<file path="src/rtl/ram_2r2w_wr_sched.sv">
// Write-port scheduler for a 2R/2W RAM: clears the array after reset/init_start,
// then shares both write ports among four round-robin requesters.
`ifndef ADDR_LEN
`define ADDR_LEN 5
`endif
`ifndef DATA_LEN
`define DATA_LEN 32
`endif

module ram_2r2w_wr_sched #(
   parameter int BRAM_ADDR_WIDTH = `ADDR_LEN,
   parameter int BRAM_DATA_WIDTH = `DATA_LEN,
   parameter int DATA_DEPTH = 32,
   parameter logic [BRAM_DATA_WIDTH-1:0] INIT_VALUE = '0
) (
   input  logic                         clk,
   input  logic                         reset_n,
   input  logic                         init_start,
   output logic                         init_done,
   input  logic [3:0]                   req_valid,
   output logic [3:0]                   req_ready,
   input  logic [4*BRAM_ADDR_WIDTH-1:0] req_addr,
   input  logic [4*BRAM_DATA_WIDTH-1:0] req_data,
   output logic                         we1,
   output logic                         we2,
   output logic [BRAM_ADDR_WIDTH-1:0]   waddr1,
   output logic [BRAM_ADDR_WIDTH-1:0]   waddr2,
   output logic [BRAM_DATA_WIDTH-1:0]   wdata1,
   output logic [BRAM_DATA_WIDTH-1:0]   wdata2
);

   localparam int AW = BRAM_ADDR_WIDTH;
   localparam int DW = BRAM_DATA_WIDTH;
   localparam logic [AW-1:0] LAST = AW'(DATA_DEPTH - 2);

   typedef enum logic {
      S_INIT,
      S_RUN
   } state_t;

   state_t        state_q;
   state_t        state_d;
   logic [AW-1:0] ptr_q;
   logic [1:0]    rr_q;

   logic [AW-1:0] a_addr [4];
   logic [DW-1:0] a_data [4];

   logic          run_go;
   logic          ga_v;
   logic          gb_v;
   logic [1:0]    ga;
   logic [1:0]    gb;
   logic [1:0]    idx;

   for (genvar g = 0; g < 4; g++) begin : g_unpack
      assign a_addr[g] = req_addr[g*AW +: AW];
      assign a_data[g] = req_data[g*DW +: DW];
   end

   assign init_done = (state_q == S_RUN);
   assign run_go    = (state_q == S_RUN) && !init_start;

   always_ff @(posedge clk or negedge reset_n) begin
      if (!reset_n) state_q <= S_INIT;
      else          state_q <= state_d;
   end

   always_comb begin
      state_d = state_q;
      case (state_q)
         S_INIT: begin
            if (!init_start && ptr_q == LAST) state_d = S_RUN;
         end
         S_RUN: begin
            if (init_start) state_d = S_INIT;
         end
         default: state_d = S_INIT;
      endcase
   end

   // B must differ in address from A so the two ports never collide
   always_comb begin
      ga_v = 1'b0;
      gb_v = 1'b0;
      ga   = 2'd0;
      gb   = 2'd0;
      idx  = 2'd0;
      for (int k = 0; k < 4; k++) begin
         idx = rr_q + 2'(k);
         if (run_go && req_valid[idx]) begin
            if (!ga_v) begin
               ga_v = 1'b1;
               ga   = idx;
            end else if (!gb_v && a_addr[idx] != a_addr[ga]) begin
               gb_v = 1'b1;
               gb   = idx;
            end
         end
      end
   end

   always_comb begin
      req_ready = 4'b0000;
      if (ga_v) req_ready[ga] = 1'b1;
      if (gb_v) req_ready[gb] = 1'b1;
   end

   always_ff @(posedge clk or negedge reset_n) begin
      if (!reset_n) begin
         ptr_q  <= '0;
         rr_q   <= 2'd0;
         we1    <= 1'b0;
         we2    <= 1'b0;
         waddr1 <= '0;
         waddr2 <= '0;
         wdata1 <= '0;
         wdata2 <= '0;
      end else begin
         we1 <= 1'b0;
         we2 <= 1'b0;
         if (init_start) begin
            ptr_q <= '0;
         end else if (state_q == S_INIT) begin
            we1    <= 1'b1;
            we2    <= 1'b1;
            waddr1 <= ptr_q;
            waddr2 <= ptr_q + AW'(1);
            wdata1 <= INIT_VALUE;
            wdata2 <= INIT_VALUE;
            ptr_q  <= ptr_q + AW'(2);
         end else begin
            if (ga_v) begin
               we1    <= 1'b1;
               waddr1 <= a_addr[ga];
               wdata1 <= a_data[ga];
               rr_q   <= (gb_v ? gb : ga) + 2'd1;
            end
            if (gb_v) begin
               we2    <= 1'b1;
               waddr2 <= a_addr[gb];
               wdata2 <= a_data[gb];
            end
         end
      end
   end

endmodule

</file>
<file path="config.mk">
export PLATFORM = sky130hd
export DESIGN_NAME = ram_2r2w_wr_sched
export DESIGN_NICKNAME = d
export VERILOG_FILES = /design/src/rtl/ram_2r2w_wr_sched.sv
export SDC_FILE = /design/constraint.sdc
export NUM_CORES = 1
export LEC_CHECK = 0
export BUFFER_PORTS_ARGS = -buffer_cell sky130_fd_sc_hd__buf_2
export CORE_UTILIZATION = 55
export DETAILED_ROUTE_END_ITERATION = 8
export GPL_ROUTABILITY_DRIVEN = 0
export PLACE_DENSITY = 0.87
export SLEW_MARGIN = 20
export SYNTH_ARGS = -nofsm -noshare
export SYNTH_HDL_FRONTEND = slang
export SYNTH_SLANG_ARGS = --single-unit
</file>
<file path="constraint.sdc">
create_clock -name clk -period 11.36 [get_ports clk]
set_clock_uncertainty 0.1 [all_clocks]
set_input_delay 1.136 -clock clk [delete_from_list [all_inputs] [get_ports clk]]
set_output_delay 1.136 -clock clk [all_outputs]
set_load 0.1 [all_outputs]
</file>
==> results.json <==
{
  "status": "complete, no violations",
  "floorplan.initialDensity": 0.564,
  "total_via_count_after_detailed_routing": 6554,
  "cts_inserted_buffers": 9,
  "global_route.overflow_total": 0,
  "seq_area_frac_synth": 0.308,
  "syn-instance-count": 620,
  "cts_tree": "yes",
  "clock_sink_count": 83,
  "pwr_density_cell_nw_per_um2": 118,
  "worst_setup_start_kind": "input pin",
  "reg2reg_to": "waddr2[0]$_DFFE_PN0P_",
  "post_cts.resized_instances": 0,
  "syn_nets": 777,
  "total_leakage_power_uw": 0.00442,
  "setup_repair_after_global_routing_missed_its_margin": "no",
  "fillers": 867,
  "drt-pass1-iter-count": 5,
  "worstPathCellList": "buf_2 > nor2b_1 > o211ai_1 > inv_1 > ha_1 > clkinv_1 > mux2_4 > mux4_2 > xor2_1 > or3b_1 > o31ai_1 > o31ai_1 > nor2_4 > inv_1 > o22ai_1 > buf_2",
  "totalNegativeSetupSlack_ns": 0,
  "chipHeight_um": 113,
  "portBuffers": 235,
  "arrival_ns": 5.94,
  "detailed_place_hpwl_mm": 15.0,
  "routed_via_density": 6.71,
  "placementRows": 40,
  "synth.ff_latch_count": 83,
  "max-cap-violations": 0,
  "whs_path_depth": 2,
  "setup_viol": 0,
  "total_die_area_um2": 12700,
  "post_synth_edffs": 0,
  "drt_first_iter_violations": 626,
  "post_synth_instance_area_um2": 6750,
  "worst-endpoint-required_ns": 10.12,
  "htree_num_levels": 3,
  "antenna_cells_inserted": 0,
  "clk_pin_slew_ns": 0.06,
  "top_ports": 236,
  "asyncSetResetFlopFracSynth": 1.00,
  "grt_start_max_net_pins": 50,
  "antenna_violating_nets_left": 0,
  "largest_buffer_count_on_any_clock_path": 2,
  "wl_per_cell_um": 21.9,
  "synthesis.area_per_instance_um2": 10.9,
  "coreArea_um2": 12000,
  "final_hold_violations": 0,
  "post_dp_cell_area_um2": 7970,
  "worst_path_largest_cell_delay_ns": 0.74,
  "finalWorstPathRequiredPeriod_ns": 7.17,
  "synth-main-ff-cell": "dfrtp_1",
  "final_min_period_over_clock_period": 0.631,
  "first_pass_grt_wire_length_mm": 33.6,
  "antenna_found_initial": 0,
  "crit_path_max_fanout": 28,
  "layout.cells.most_common_list": "buf_2, mux2i_1, dfrtp_1, nand2_1, mux4_2",
  "netlist-cell-type-count": 67,
  "worst_min_delay_path_category": "reg -> reg",
  "holdPathEnd": "wdata2[26]$_DFFE_PN0P_",
  "die-width_um": 113,
  "crit_path_end_kind": "output port",
  "clkLatencyLatePin_ns": 0.34,
  "design_area_um2": 8280,
  "route.detailed.drc": 0,
  "wl_mm": 21.4,
  "cts_hold_repair.buffers": 0,
  "slowest_stage": "nor2_4",
  "worstSetupPathType": "in -> out",
  "synth_warnings": 0,
  "vdd.ir_drop.worst_v": 0.0000720,
  "max_slew_margin": 0.314,
  "final_common_cell": "buf_2",
  "grtUsageTotal": 0.339,
  "vias_in_the_first_global_route": 6559,
  "syn2layout_area_growth_pct": 22.7,
  "ctsRootBufferMaster": "clkbuf_16",
  "worst_hold_startpoint": "wdata2[26]$_DFFE_PN0P_",
  "reg2reg_depth": 16,
  "fin_nets": 983,
  "least_margin_pin_slew_ns": 1.02,
  "timing_max_transition_violations_final": 0,
  "reg2reg_from": "rr_q[0]$_DFFE_PN0P_",
  "postCtsSetupBuffers": 0,
  "post_route_cells_drive_above_1_share": 0.400,
  "max_freq_mhz": 139,
  "timing.reg2reg.setup_slack_ns": 4.88,
  "fin_hold_ws_ns": 0.379
}
[final cells by class]
type	count	area (um2)	area share
Inverter	16	60.1	0.00726
Multi-Input combinational cell	470	4380	0.530
Timing Repair Buffer	246	1260	0.152
Clock inverter	2	60.1	0.00726
Clock buffer	13	250	0.0302
Sequential cell	83	2080	0.251
Tap cell	147	184	0.0222
[kinds of logic (layout without fill, tap and decap cells)]
logic type,count (synthesis),in the layout,synth area share
flip-flops,83,83,0.308
adder cells (fa/ha/maj),2,2,0.00371
AND/OR/NAND/NOR,140,140,0.105
multiplexers,155,155,0.330
buffers and inverters,67,277,0.0501
AO/OA/AOI/OAI,162,162,0.189
XOR/XNOR,11,11,0.0143
[metal layers]
| layer | up-vias | routed length, um | global-route usage |
|---|---|---|---|
| met5 | - | 0 | 0 |
| met4 | 0 | 976 | 0.196 |
| met1 | 3170 | 8050 | 0.404 |
| met3 | 78 | 1890 | 0.0836 |
| li1 | 2896 | - | - |
| met2 | 410 | 10400 | 0.563 |
[where the power goes]
group          total [uW]  switching [uW]  leakage (uW)  internal [uW]
sequential            306            3.57       0.00114            302
clock                 314             116      0.000150            198
combinational         354             213       0.00314            141
total                 973             332       0.00442            641
[metrics by stage]
stage	util	cells	setup WS [ns]	power (uW)
final	0.692	977	4.19	973
after global routing	0.692	977	3.78	1010
after CTS	0.692	977	4.24	969
after detailed placement	0.666	962	4.24	657
after global placement	0.666	962	4.39	648
after floorplan	-	620	3.76	565
[worst max path at each step]
stage / startpoint / endpoint / slack, ns / cells past startpoint
after global routing: init_start / req_ready[2] / 3.78 / 16
after CTS: init_start / req_ready[0] / 4.24 / 16
after global placement: init_start / req_ready[0] / 4.39 / 16
after floorplan: req_valid[2] / req_ready[3] / 3.76 / 17
final: init_start / req_ready[0] / 4.19 / 16
after detailed placement: init_start / req_ready[0] / 4.24 / 16
[synthesized netlist by cell type (all sizes together), types with 5 or more instances]
cell	instances	area [um2]
a211oi	18	140
a21oi	15	75.1
a22o	33	289
and3	9	56.3
buf	29	195
clkbuf	22	82.6
dfrtp	83	2080
inv	15	56.3
mux2	6	71.3
mux2i	98	1010
mux4	51	1150
nand2	54	203
nand2b	5	31.3
nand4	8	50.1
nor2	22	85.1
nor2b	9	56.3
nor3	5	36.3
o211ai	5	37.5
o21ai	21	105
o221ai	36	315
o22ai	5	37.5
or3	7	43.8
xnor2	5	43.8
xor2	6	52.6
[worst max-delay path, delay by kind of cell]
| kind | cells | cell delay, ns |
|---|---|---|
| compound gates | 4 | 1.09 |
| xor+xnor | 1 | 0.17 |
| fa+ha+maj | 1 | 0.19 |
| buf+inv | 5 | 1.12 |
| mux | 2 | 0.83 |
| simple gates | 3 | 1.38 |
[state kept, by name (all words and copies together) (netlist names)]
register   count
ptr_q          4
waddr1         5
we1            1
we2            1
wdata1        32
waddr2         5
init_done      1
rr_q           2
wdata2        32
No activity file was read; power rests on OpenSTA's default activity.
